### src/rtl/ram_access_arbiter.sv
// ---------------------------------------------------------------------------
// ram_access_arbiter
//
// Round-robin arbiter that lets four requesters share one single-port RAM
// with a 1-cycle registered read latency.
//
//   IDLE      : pick the next requester round-robin and register its grant.
//   GRANT     : drive the owner's address/data to the RAM. A write completes
//               here (write strobe + ack). A read moves on to READ_WAIT. If
//               the owner has dropped its request, the access is cancelled.
//   READ_WAIT : RAM data is valid. Ack the owner and forward the data.
//
// Requesters hold iReq/iWrite/iAddr/iData stable until their oAck. The
// arbiter does not capture them; it steers them straight to the RAM.
//
// Optional feature (macro ARBITER_LOCK_EN):
//   Adds the iLock port. If iLock[g] and iReq[g] are both high in g's ack
//   cycle, g is granted again immediately, without arbitration, and the
//   round-robin pointer does not move.
//
// Ports:
//   Clock, Reset       clock; asynchronous active-low reset
//   iReq[3:0]          per-requester access request
//   iWrite[3:0]        per-requester 1 = write, 0 = read
//   iAddr              requester k address at [k*ADDR_WIDTH +: ADDR_WIDTH]
//   iData              requester k write data at [k*DATA_WIDTH +: DATA_WIDTH]
//   iLock[3:0]         per-requester grant hold (ARBITER_LOCK_EN only)
//   oGrant[3:0]        one-hot current owner
//   oAck[3:0]          one-cycle completion pulse
//   oReadData          read result, valid with a read oAck, else 0
//   oBusy              high whenever the FSM is not in IDLE
//   oRamWriteEnable    RAM write strobe
//   oRamAddress        RAM address (0 outside GRANT)
//   oRamDataIn         RAM write data (0 outside GRANT)
//   iRamDataOut        RAM read data, one cycle after the address
// ---------------------------------------------------------------------------
module ram_access_arbiter #(
    parameter int DATA_WIDTH = 32,
    parameter int ADDR_WIDTH = 16
) (
    input  logic                    Clock,
    input  logic                    Reset,
    input  logic [3:0]              iReq,
    input  logic [3:0]              iWrite,
    input  logic [4*ADDR_WIDTH-1:0] iAddr,
    input  logic [4*DATA_WIDTH-1:0] iData,
`ifdef ARBITER_LOCK_EN
    input  logic [3:0]              iLock,
`endif
    output logic [3:0]              oGrant,
    output logic [3:0]              oAck,
    output logic [DATA_WIDTH-1:0]   oReadData,
    output logic                    oBusy,
    output logic                    oRamWriteEnable,
    output logic [ADDR_WIDTH-1:0]   oRamAddress,
    output logic [DATA_WIDTH-1:0]   oRamDataIn,
    input  logic [DATA_WIDTH-1:0]   iRamDataOut
);

    typedef enum logic [1:0] {
        ST_IDLE      = 2'd0,
        ST_GRANT     = 2'd1,
        ST_READ_WAIT = 2'd2
    } state_t;

    state_t     r_state;
    logic [3:0] r_grant;
    // r_last is the most recently granted index. Outside IDLE it is also
    // the current owner's index, because every grant loads it. A locked
    // re-grant keeps the same owner, so the value still matches.
    logic [1:0] r_last;

    logic                  w_req_g;
    logic                  w_write_g;
    logic [ADDR_WIDTH-1:0] w_sel_addr;
    logic [DATA_WIDTH-1:0] w_sel_data;
    logic                  w_write_done;
    logic                  w_read_done;
    logic                  w_lock_hold;
    logic [1:0]            w_pick_idx;
    logic [1:0]            w_cand;
    logic                  w_found;

    // Inputs of the current owner.
    assign w_req_g    = iReq[r_last];
    assign w_write_g  = iWrite[r_last];
    assign w_sel_addr = iAddr[int'(r_last)*ADDR_WIDTH +: ADDR_WIDTH];
    assign w_sel_data = iData[int'(r_last)*DATA_WIDTH +: DATA_WIDTH];

    // A write finishes in GRANT only if the owner still requests it.
    // Otherwise the access is a cancel.
    assign w_write_done = (r_state == ST_GRANT) && w_req_g && w_write_g;
    assign w_read_done  = (r_state == ST_READ_WAIT);

`ifdef ARBITER_LOCK_EN
    assign w_lock_hold = iLock[r_last] & iReq[r_last];
`else
    assign w_lock_hold = 1'b0;
`endif

    // Round-robin search: candidates r_last+1, r_last+2, r_last+3 and
    // finally r_last itself. The 2-bit arithmetic wraps modulo 4.
    // NOTE: every variable assigned in always_comb gets a default first,
    // so no path leaves it unassigned. Otherwise the tool infers a latch.
    always_comb begin
        w_pick_idx = r_last;
        w_cand     = '0;
        w_found    = 1'b0;
        for (int i = 1; i <= 4; i++) begin
            w_cand = r_last + i[1:0];
            if (!w_found && iReq[w_cand]) begin
                w_pick_idx = w_cand;
                w_found    = 1'b1;
            end
        end
    end

    // NOTE: sequential state uses non-blocking assignments only. Every
    // register then updates from values sampled before the edge, and the
    // order of the statements does not matter.
    always_ff @(posedge Clock or negedge Reset) begin
        if (!Reset) begin
            r_state <= ST_IDLE;
            r_grant <= 4'b0000;
            r_last  <= 2'd3;     // requester 0 wins the first arbitration
        end else begin
            case (r_state)
                ST_IDLE: begin
                    if (|iReq) begin
                        r_state <= ST_GRANT;
                        r_grant <= 4'b0001 << w_pick_idx;
                        r_last  <= w_pick_idx;
                    end
                end
                ST_GRANT: begin
                    if (!w_req_g) begin
                        r_state <= ST_IDLE;          // cancelled
                        r_grant <= 4'b0000;
                    end else if (w_write_g) begin
                        if (!w_lock_hold) begin
                            r_state <= ST_IDLE;
                            r_grant <= 4'b0000;
                        end
                    end else begin
                        r_state <= ST_READ_WAIT;
                    end
                end
                ST_READ_WAIT: begin
                    if (w_lock_hold) begin
                        r_state <= ST_GRANT;
                    end else begin
                        r_state <= ST_IDLE;
                        r_grant <= 4'b0000;
                    end
                end
                default: begin
                    r_state <= ST_IDLE;
                    r_grant <= 4'b0000;
                end
            endcase
        end
    end

    // The write ack and the write strobe must react to iReq inside the
    // GRANT cycle, because a cancel is only visible there. For that reason
    // these outputs are decoded from the registered state and the live
    // inputs, not registered themselves. Reset forces the state to IDLE
    // asynchronously, so every output drops to 0 without waiting for an edge.
    assign oGrant          = r_grant;
    assign oBusy           = (r_state != ST_IDLE);
    assign oRamWriteEnable = w_write_done;
    assign oAck            = (w_write_done || w_read_done) ? r_grant : 4'b0000;
    assign oReadData       = w_read_done ? iRamDataOut : '0;
    assign oRamAddress     = (r_state == ST_GRANT) ? w_sel_addr : '0;
    assign oRamDataIn      = (r_state == ST_GRANT) ? w_sel_data : '0;

endmodule

### config.mk
export PLATFORM = sky130hd
export DESIGN_NAME = ram_access_arbiter
export DESIGN_NICKNAME = d
export VERILOG_FILES = /design/src/rtl/ram_access_arbiter.sv
export SDC_FILE = /design/constraint.sdc
export NUM_CORES = 1
export LEC_CHECK = 0
export CAP_MARGIN = 10
export CORE_AREA = 2 2 126 128
export CTS_CLUSTER_DIAMETER = 80
export DETAILED_ROUTE_END_ITERATION = 10
export DIE_AREA = 0 0 128 130
export PLACE_DENSITY = 0.62
export SLEW_MARGIN = 0
export SYNTH_ARGS = -nofsm -noshare
export SYNTH_HDL_FRONTEND = slang
export SYNTH_SLANG_ARGS = --single-unit
### constraint.sdc
create_clock -name Clock -period 4.64 [get_ports Clock]
set_input_delay 0.928 -clock Clock [delete_from_list [all_inputs] [get_ports Clock]]
set_output_delay 0.928 -clock Clock [all_outputs]
set_load 0.02 [all_outputs]
==> results.cfg, run 1 <==
[logic_synthesis]
synth_nets = 430
seq_area_frac_synth_pct = 9.33
ys.warnings.count = 0
syn_area_per_cell_sq_um = 11.1
ys_types = 25
synth-seq-cells = 8
synthCells = 196
syn_area_sq_um = 2170

[run]
drv_cap = 0

[floorplanning]
initial_core_util_pct = 14.1
num_rows = 46
die_area_sq_um = 16600
die_y_microns = 130
core_area_sq_um = 15400
chipWidth_microns = 128
ios = 324

[detailed_routing]
drt-initial-drc-count = 84
antenna_left = 0
drt_wl_total_microns = 12600
via_per_inst = 4.21
wire_per_inst_microns = 18.0
drc = 0
drt_pass1_iterations = 4
via_count = 2947

[critical_path]
cp_slowest_cell = mux4_2
path_cells = clkdlybuf4s50_1 > mux4_2 > and3b_1 > nor2_2 > nor2b_1 > clkdlybuf4s50_1
ff2ff_setup_slack_ps = 2480
ff2ff_path_depth = 4
worst-endpoint-required_ps = 3710
max_stage_delay_ps = 550
path_buf_inv = 2
critPathArrivalTime_ps = 3020
critPathKind = in2out
rr_startpoint = r_last[0]$_DFFE_PN1P_
cp-startpoint = iReq[3]
critPathCaptureType = output pin
path_max_fanout = 5
crit_top_cell = clkdlybuf4s50_1
crit_family = buffers and inverters
r2r-end = oGrant[1]$_DFFE_PN0P_
cp-start-kind = primary input

[final_layout]
syn2layout_area_growth_pct = 162
final_util_pct = 36.9
n_antenna_cell = 0
fillers = 1570
drive_above_1_share_pct = 12.8
final_area_sq_um = 5690
final_cells = 700
nets = 743

[sta]
timing.fmax_mhz = 254
setup_tns_ps = 0
slew-limit-headroom_pct = 62.7
fin_skew_ps = 3.78
fin_crit_sh_pct = 85.0
report.final.slew_viol_count = 0
rsz0062_at_grt = false
hold_violations = 0
setup_violations = 0
period_needed_ps = 3940
worst_pin_slew_ps = 560

[power]
p_leak_nw = 2.00
ir_drop_mv = 0.176
total_power_mw = 2.63
power_density_nw_per_um2 = 462

[placement]
port_buffers = 323
gp_congestion = 0.805
dpl.hpwl_microns = 10900
dp_cells = 696
placed_cell_area_sq_um = 5610

[run_status]
status = complete, no violations

[worst_hold_path]
hp-class = reg2reg
worstHoldStart = oGrant[0]$_DFFE_PN0P_
min_path_cells = 1
hold_path_end = oGrant[0]$_DFFE_PN0P_

[grt]
grt_max_degree = 34
grt_pass1_vias = 3172
grt_pass1_wl_microns = 17700
overflow = 0
grt_usage_pct = 13.8
antenna_found_initial = 0

[clock_tree]
tritoncts = yes
cts.clk_slew.worst_paths_ps = 40
cts_setup_buffers = 0
cts-htree-levels = 1
cts_buffer_depth = 2
cts_buffers = 3
clk_latency_ps = 230
clkSinkCount = 8
hold_buffers = 0
clockRootBuffer = clkbuf_16
ctsResizeCount = 0
-- layout make-up --
| type | count | area, sq um | share of cell area [%] |
|---|---|---|---|
| tap | 192 | 240 | 4.22 |
| inverter | 2 | 7.51 | 0.132 |
| sequential | 8 | 206 | 3.63 |
| timing repair buffer | 328 | 3280 | 57.7 |
| multi-input combinational | 166 | 1870 | 32.9 |
| clock buffer | 4 | 78.8 | 1.39 |
-- cells in the mapped netlist --
cell type | number | area [sq um]
nand4_1 | 1 | 6.26
and3b_1 | 1 | 8.76
and2_1 | 32 | 200
nor2_2 | 1 | 6.26
a22o_1 | 2 | 17.5
buf_2 | 7 | 35.0
nor2_1 | 4 | 15.0
nand2b_1 | 3 | 18.8
o2bb2ai_1 | 2 | 17.5
a21o_1 | 1 | 7.51
or4_4 | 1 | 11.3
nand2_1 | 3 | 11.3
clkbuf_1 | 10 | 37.5
dfstp_2 | 2 | 52.6
inv_1 | 2 | 7.51
nand2b_4 | 1 | 13.8
o21ai_0 | 5 | 25.0
a31oi_1 | 1 | 6.26
o22ai_4 | 1 | 20.0
nor2b_1 | 55 | 344
buf_6 | 1 | 11.3
dfrtp_1 | 6 | 150
o21a_1 | 2 | 15.0
buf_1 | 2 | 7.51
mux4_2 | 50 | 1130
-- cell usage in the layout, fill, tap and decap left out --
master           count
a21o_1               1
a22o_1               2
a31oi_1              1
and2_1              32
and3b_1              1
buf_12               1
buf_4                4
clkbuf_1             1
clkbuf_16            3
clkdlybuf4s50_1    323
dfrtp_1              6
dfstp_2              1
dfstp_4              1
inv_1                2
mux4_2              50
nand2_1              3
nand2b_1             2
nand2b_2             1
nand2b_4             1
nand4_1              1
nor2_1               4
nor2_2               1
nor2b_1             55
o21a_1               2
o21ai_0              5
o22ai_4              1
o2bb2ai_1            2
or4_4                1
-- worst max path at each step --
stage / end / cells past startpoint / slack (ps)
finish: oAck[0] / 6 / 700
global route: oAck[0] / 6 / 620
CTS: oAck[0] / 6 / 690
detailed placement: oAck[0] / 6 / 700
global placement: oAck[3] / 6 / 750
floorplan: oAck[0] / 4 / 1730
-- report_power, final --
part	switching [mW]	internal, mW	total [mW]
Clock	0.0331	0.114	0.147
Combinational	1.01	1.25	2.26
Sequential	0.108	0.115	0.222
Total	1.15	1.48	2.63
-- layer usage --
layer / GRT usage (%) / up-vias / wire (microns)
met4: 2.33 / 0 / 84
met2: 26.2 / 185 / 6520
met1: 15.6 / 1389 / 4710
li1: - / 1369 / -
met5: 0 / - / 0
met3: 3.61 / 4 / 1300
-- cells by family after synthesis --
| logic type | after synthesis | share of synthesized area, % |
|---|---|---|
| AO/OA/AOI/OAI | 14 | 5.01 |
| multiplexers | 50 | 51.8 |
| buffers and inverters | 22 | 4.55 |
| flip-flops | 8 | 9.33 |
| AND/OR/NAND/NOR | 102 | 29.3 |
-- registers in the layout, indices dropped and copies added, names as in the netlist --
register	flops
oGrant	4
r_last	2
r_state	2
-- stage by stage --
step,worst slack (ps),hold slack (ps)
5_1_grt,623,579
3_3_place_gp,753,545
3_5_place_dp,699,545
2_1_floorplan,1730,547
4_1_cts,689,563
6_report,696,549
Note: power is estimated with default switching activity, not from simulation.
==> run 2, diff against run 1 <==
--- a/config.mk
+++ b/config.mk
@@ -10,7 +10,7 @@
 export CTS_CLUSTER_DIAMETER = 80
 export DETAILED_ROUTE_END_ITERATION = 10
 export DIE_AREA = 0 0 128 130
-export PLACE_DENSITY = 0.62
+export PLACE_DENSITY = 0.64
 export SLEW_MARGIN = 0
 export SYNTH_ARGS = -nofsm -noshare
 export SYNTH_HDL_FRONTEND = slang
==> constraint.sdc (replaced) <==
create_clock -name Clock -period 3.6 [get_ports Clock]
set_input_delay 0.72 -clock Clock [delete_from_list [all_inputs] [get_ports Clock]]
set_output_delay 0.72 -clock Clock [all_outputs]
set_load 0.02 [all_outputs]
==> run 2 against run 1 <==
Effect of this change:
- sequential share of layout area is essentially flat
- final cell count grew 0.71%
- largest power group unchanged
- sequential power grew 5%
- setup slack lost 600 ps
- highest routed layer unchanged
- via count grew 0.10%
- critical endpoint is now oAck[3]
- non-clock buffer count grew 5
- flip-flop and latch count is the same
- worst hold slack lost 16 ps
==> results.cfg, run 2 (synthesis gave the netlist of run 1 again) <==
[critical_path]
critPathArrivalTime_ps = 2780
critPathCaptureType = output pin
critPathKind = in2out
cp-start-kind = primary input
path_max_fanout = 5
worst-endpoint-required_ps = 2880

[grt]
antenna_found_initial = 0
grt_usage_pct = 12.9
grt_pass1_vias = 3113
grt_max_degree = 39
overflow = 0
grt_pass1_wl_microns = 16800

[final_layout]
nets = 748
regArea_sq_um = 206
n_antenna_cell = 0
syn2layout_area_growth_pct = 164
multi_input_area_sq_um = 1870
final_cells = 705
layout_commonest_cell = clkdlybuf4s50_1
largest_reg_flops = 4
fillers = 1521
final_cell_mix = clkdlybuf4s50_1 (323), nor2b_1 (55), mux4_2 (50), and2_1 (32), buf_4 (8)
drive_above_1_share_pct = 13.6

[placement]
port_buffers = 323
dp_cells = 701
gp_congestion = 0.765
dpl.hpwl_microns = 10300

[run_status]
status = complete, no violations

[detailed_routing]
wire_per_inst_microns = 16.8
drt_wl_total_microns = 11800
antenna_left = 0
via_per_inst = 4.18
drt_pass1_iterations = 4
via_count = 2950
drc = 0
drt-initial-drc-count = 75

[clock_tree]
ctsResizeCount = 0
clk_latency_ps = 230
cts-htree-levels = 1
clkSinkCount = 8
clockRootBuffer = clkbuf_16
hold_buffers = 0
cts_buffer_depth = 2
cts.clk_slew.worst_paths_ps = 40
cts_buffers = 3
tritoncts = yes
cts_setup_buffers = 0

[sta]
fin_crit_sh_pct = 97.3
timing.fmax_mhz = 285
rsz0062_at_grt = false
period_needed_ps = 3500
slew-limit-headroom_pct = 66.8
fin_skew_ps = 4.50
report.final.slew_viol_count = 0
hold_violations = 0
setup_tns_ps = 0
worst_pin_slew_ps = 498
setup_violations = 0

[floorplanning]
chipWidth_microns = 128
ios = 324
core_area_sq_um = 15400
die_y_microns = 130
die_area_sq_um = 16600
initial_core_util_pct = 14.1
num_rows = 46

[power]
total_power_mw = 3.39
power_density_nw_per_um2 = 591
ir_drop_mv = 0.238
p_leak_nw = 2.03

[run]
drv_cap = 0

[worst_hold_path]
hp-class = reg2reg
[run 2: cell count changes in the layout (fill, tap and decap cells not counted), sizes merged]
cell | before | now
buf | 5 | 10
[run 2: final cells by class]
| type | count | share of cell area [%] |
|---|---|---|
| Multi-Input combinational cell | 166 | 32.6 |
| Timing Repair Buffer | 333 | 58.1 |
| Inverter | 2 | 0.131 |
| Tap cell | 192 | 4.19 |
| Sequential cell | 8 | 3.60 |
| Clock buffer | 4 | 1.37 |
[run 2: metal layers]
layer	vias up	part of all wire, %	global-route usage, %
met4	0	0.84	2.07
met5	-	0	0
met3	6	11	3.94
met2	177	53	25.1
li1	1376	-	-
met1	1391	36	13.9
[run 2: per-stage QoR]
step / instance area (sq um) / hold WS, ps / util [%] / setup slack (ps)
floorplan: 2170 / 424 / - / 1110
global placement: 5660 / 546 / 36.7 / 105
detailed placement: 5660 / 539 / 36.7 / 83.0
CTS: 5740 / 559 / 37.2 / 79.4
global route: 5740 / 588 / 37.2 / 4.54
finish: 5740 / 533 / 37.2 / 96.4
[run 2: worst paths after layout]
| path | cells after the start | from | end | slack, ps |
|---|---|---|---|---|
| hold reg to reg | 1 | oGrant[0]$_DFFE_PN0P_ | oGrant[0]$_DFFE_PN0P_ | 530 |
| max in group asynchronous | 1 | Reset | r_last[1]$_DFFE_PN1P_ | 2540 |
| hold / removal | 1 | oGrant[0]$_DFFE_PN0P_ | oGrant[0]$_DFFE_PN0P_ | 530 |
| min in group asynchronous | 1 | Reset | oGrant[2]$_DFFE_PN0P_ | 760 |
| setup reg to reg | 4 | r_last[0]$_DFFE_PN1P_ | oGrant[1]$_DFFE_PN0P_ | 1640 |
| setup / recovery | 6 | iReq[1] | oAck[3] | 100 |
[run 2: critical path, cell delays in order]
cell             delay (ps)
clkdlybuf4s50_1         490
mux4_2                  520
and3b_1                 250
nor2_2                  190
nor2b_1                  70
clkdlybuf4s50_1         550
[run 2: power breakdown]
| part | leakage, nW | total [mW] | internal, mW | switching [mW] |
|---|---|---|---|---|
| Sequential | 0.100 | 0.232 | 0.146 | 0.0854 |
| Clock | 0.0382 | 0.192 | 0.148 | 0.0443 |
| Combinational | 1.89 | 2.97 | 1.65 | 1.32 |
| Total | 2.03 | 3.39 | 1.94 | 1.45 |
==> run 3, diff against run 2 <==
==> config.mk (replaced) <==
export PLATFORM = sky130hd
export DESIGN_NAME = ram_access_arbiter
export DESIGN_NICKNAME = d
export VERILOG_FILES = /design/src/rtl/ram_access_arbiter.sv
export SDC_FILE = /design/constraint.sdc
export NUM_CORES = 1
export LEC_CHECK = 0
export ABC_AREA = 1
export CAP_MARGIN = 10
export CORE_AREA = 2 2 124 126
export DETAILED_ROUTE_END_ITERATION = 10
export DIE_AREA = 0 0 126 128
export PLACE_DENSITY = 0.64
export SYNTH_ARGS = -nofsm -noshare
export SYNTH_HDL_FRONTEND = slang
export SYNTH_SLANG_ARGS = --single-unit
==> run 3 against run 2 <==
Effect of this change:
- maximum frequency grew 4.9%
- largest cell class unchanged
- largest power group unchanged
- via count increased by 30%
- synthesized cell count grew 100%
- critical path type unchanged
- final cell count up 27%
- register-to-register slack improved by 160 ps
- critical endpoint is now oAck[0]
- first-iteration DRC count is 55% higher
==> results.cfg, run 3 <==
[run_status]
status = complete, no violations

[power]
power_density_nw_per_um2 = 642
seq_power_share_pct = 5.3
switching_share_pct = 53.5
intPower_mw = 1.67
p_leak_nw = 2.23
clockPowerShare_pct = 5.4
switchingPower_mw = 1.92
total_power_mw = 3.59
combPwrFrac_pct = 89.3
ir_drop_mv = 0.239

[clock_tree]
clockRootBuffer = clkbuf_16
hold_buffers = 0
cts.clk_slew.worst_paths_ps = 40
ctsResizeCount = 0
cts_buffers = 3
cts_setup_buffers = 0
cts_buffer_depth = 2
tritoncts = yes
clkSinkCount = 8
cts-htree-levels = 1
clk_latency_ps = 230

[detailed_routing]
drt_wl_total_microns = 13400
top_layer = met4
drc = 0
via_count = 3825
met1Wirelength_microns = 5780
routed-wl-met3_microns = 949
route.met2.wl_microns = 6590
drt-initial-drc-count = 116
via_per_inst = 4.29
antenna_left = 0
wire_per_inst_microns = 15.0
drt_pass1_iterations = 4

[sta]
worst_pin_slew_ps = 536
fin_crit_sh_pct = 92.8
hold-worst-slack_ps = 525
timing.fmax_mhz = 299
setup_tns_ps = 0
slew-limit-headroom_pct = 63.9
setup_violations = 0
hold_violations = 0
rsz0062_at_grt = false
fin_ws_ps = 259
period_needed_ps = 3340
fin_skew_ps = 1.97
report.final.slew_viol_count = 0

[logic_synthesis]
synth_xor_area_share_pct = 0
ys_types = 21
synth_compound_area_share_pct = 35.5
synth_top_cell_area_share_pct = 27.3
syn_area_per_cell_sq_um = 5.15
seq_area_frac_synth_pct = 10.0
async_flop_share_pct = 100
muxShareOfSynthArea_pct = 0
synth_top_family_by_area = simple AND/OR/NAND/NOR gates
ys.warnings.count = 0
synthCells = 392
synth-simple-area-share_pct = 39.8
synth_area_leaders = nand2_1 (27%), a22oi_1 (18%), a31oi_1 (15%), inv_1 (7.6%), dfrtp_1 (7.4%)
syn_area_sq_um = 2020
synth_edf_count = 0
synth-seq-cells = 8
yosysMostFrequentCell = nand2_1
synthFlopType = dfrtp_1
synthTopCellsByCount = nand2_1 (147), a22oi_1 (49), a31oi_1 (48)
synthAdderAreaFrac_pct = 0
yosysTopAreaCell = nand2_1
synth_nets = 626

[final_layout]
layout_commonest_cell = clkdlybuf4s50_1
fillers = 1567
final_cell_mix = clkdlybuf4s50_1 (323), nand2_1 (147), a22oi_1 (49), a31oi_1 (48)
drive_above_1_share_pct = 3.70
nets = 938
syn2layout_area_growth_pct = 176
largest_reg_flops = 4
final_cells = 892

[grt]
overflow = 0
antenna_found_initial = 1
grt_max_degree = 37
grt_usage_pct = 15.0
grt_pass1_vias = 3554
grt_pass1_wl_microns = 19700

[placement]
dp_cells = 887
dp_slack_ps = 269
port_buffers = 323
gp_congestion = 0.817
dpl.hpwl_microns = 11100

[critical_path]
cp-start-kind = primary input
path_max_fanout = 5
critPathArrivalTime_ps = 2620
critPathKind = in2out
path_buf_inv = 3
cp_slowest_cell = clkdlybuf4s50_1
max_stage_delay_ps = 630
worst-endpoint-required_ps = 2880
crit_family = buffers and inverters
path_cells = clkdlybuf4s50_1 > inv_1 > nand2_1 > nand3_1 > nand2_1 > nand3_1 > a21boi_0 > clkdlybuf4s50_1
critPathCaptureType = output pin

[floorplanning]
initial_core_util_pct = 13.6
chipWidth_microns = 126
num_rows = 45
die_area_sq_um = 16100
die_y_microns = 128
core_area_sq_um = 14900
ios = 324

[worst_hold_path]
hp-class = reg2reg

[run]
drv_cap = 0
==> run 3: changes by cell type after synthesis, moves of 4 or more <==
| cell | previous run | this run |
|---|---|---|
| nand3_1 | 0 | 13 |
| a31oi_1 | 1 | 48 |
| inv_2 | 0 | 4 |
| nor2_1 | 4 | 38 |
| buf_2 | 7 | 12 |
| a22oi_1 | 0 | 49 |
| clkbuf_1 | 10 | 14 |
| o21ai_0 | 5 | 0 |
| nor2b_1 | 55 | 0 |
| and2_1 | 32 | 0 |
| mux4_2 | 50 | 0 |
| nand2_1 | 3 | 147 |
| inv_1 | 2 | 41 |
==> run 3: cell type report <==
| class | count | area [sq um] | share of cell area (%) |
|---|---|---|---|
| Timing Repair Buffer | 336 | 3370 | 60.3 |
| Multi-Input combinational cell | 310 | 1530 | 27.3 |
| Tap cell | 188 | 235 | 4.21 |
| Sequential cell | 8 | 203 | 3.63 |
| Inverter | 45 | 169 | 3.03 |
| Clock buffer | 4 | 78.8 | 1.41 |
| Antenna cell | 1 | 2.50 | 0.0448 |
==> run 3: worst paths after layout <==
kind | cells after the start | end | slack (ps) | start
worst max-delay path | 8 | oAck[0] | 260 | iReq[2]
worst min-delay path | 2 | oGrant[1]$_DFFE_PN0P_ | 520 | oGrant[1]$_DFFE_PN0P_
worst max register to register | 8 | oGrant[0]$_DFFE_PN0P_ | 1800 | r_last[1]$_DFFE_PN1P_
worst min register to register | 2 | oGrant[1]$_DFFE_PN0P_ | 520 | oGrant[1]$_DFFE_PN0P_
max in group asynchronous | 1 | r_last[0]$_DFFE_PN1P_ | 2540 | Reset
min in group asynchronous | 1 | oGrant[2]$_DFFE_PN0P_ | 760 | Reset
==> run 3: logic make-up after synthesis <==
kind of cell	Yosys count
AO/OA/AOI/OAI	105
flip-flops	8
AND/OR/NAND/NOR	205
buffers and inverters	74
==> run 3: worst register-to-register path, cell delays in order (launching register included) <==
cell and delay (ps):
dfstp_2 630, inv_2 100, nand2_2 80, inv_2 140, a22oi_1 190, nand3_1 150, o21ai_1 280, nand2_1 100
nand2_1 80
==> run 3: routing by layer <==
| metal | up-vias | GRT usage, % |
|---|---|---|
| met1 | 1698 | 19.3 |
| met4 | 0 | 2.46 |
| met3 | 6 | 2.42 |
| li1 | 1953 | - |
| met2 | 168 | 26.7 |
| met5 | - | 0 |
==> run 3: power groups by stage <==
| stage | Sequential [mW] | Combinational, mW | Clock, mW |
|---|---|---|---|
| after floorplan | 0.171 | 1.72 | 0 |
| after global placement | 0.188 | 3.23 | 0 |
| after detailed placement | 0.190 | 3.23 | 0 |
| after CTS | 0.189 | 3.25 | 0.194 |
| after global routing | 0.198 | 3.45 | 0.200 |
| final | 0.189 | 3.20 | 0.194 |
==> run 3: per-stage QoR <==
stage          utilization, %  cell area (sq um)
3_3_place_gp             37.0               5500
6_report                 37.6               5580
2_1_floorplan               -               2020
5_1_grt                  37.6               5580
3_5_place_dp             37.0               5500
4_1_cts                  37.5               5580
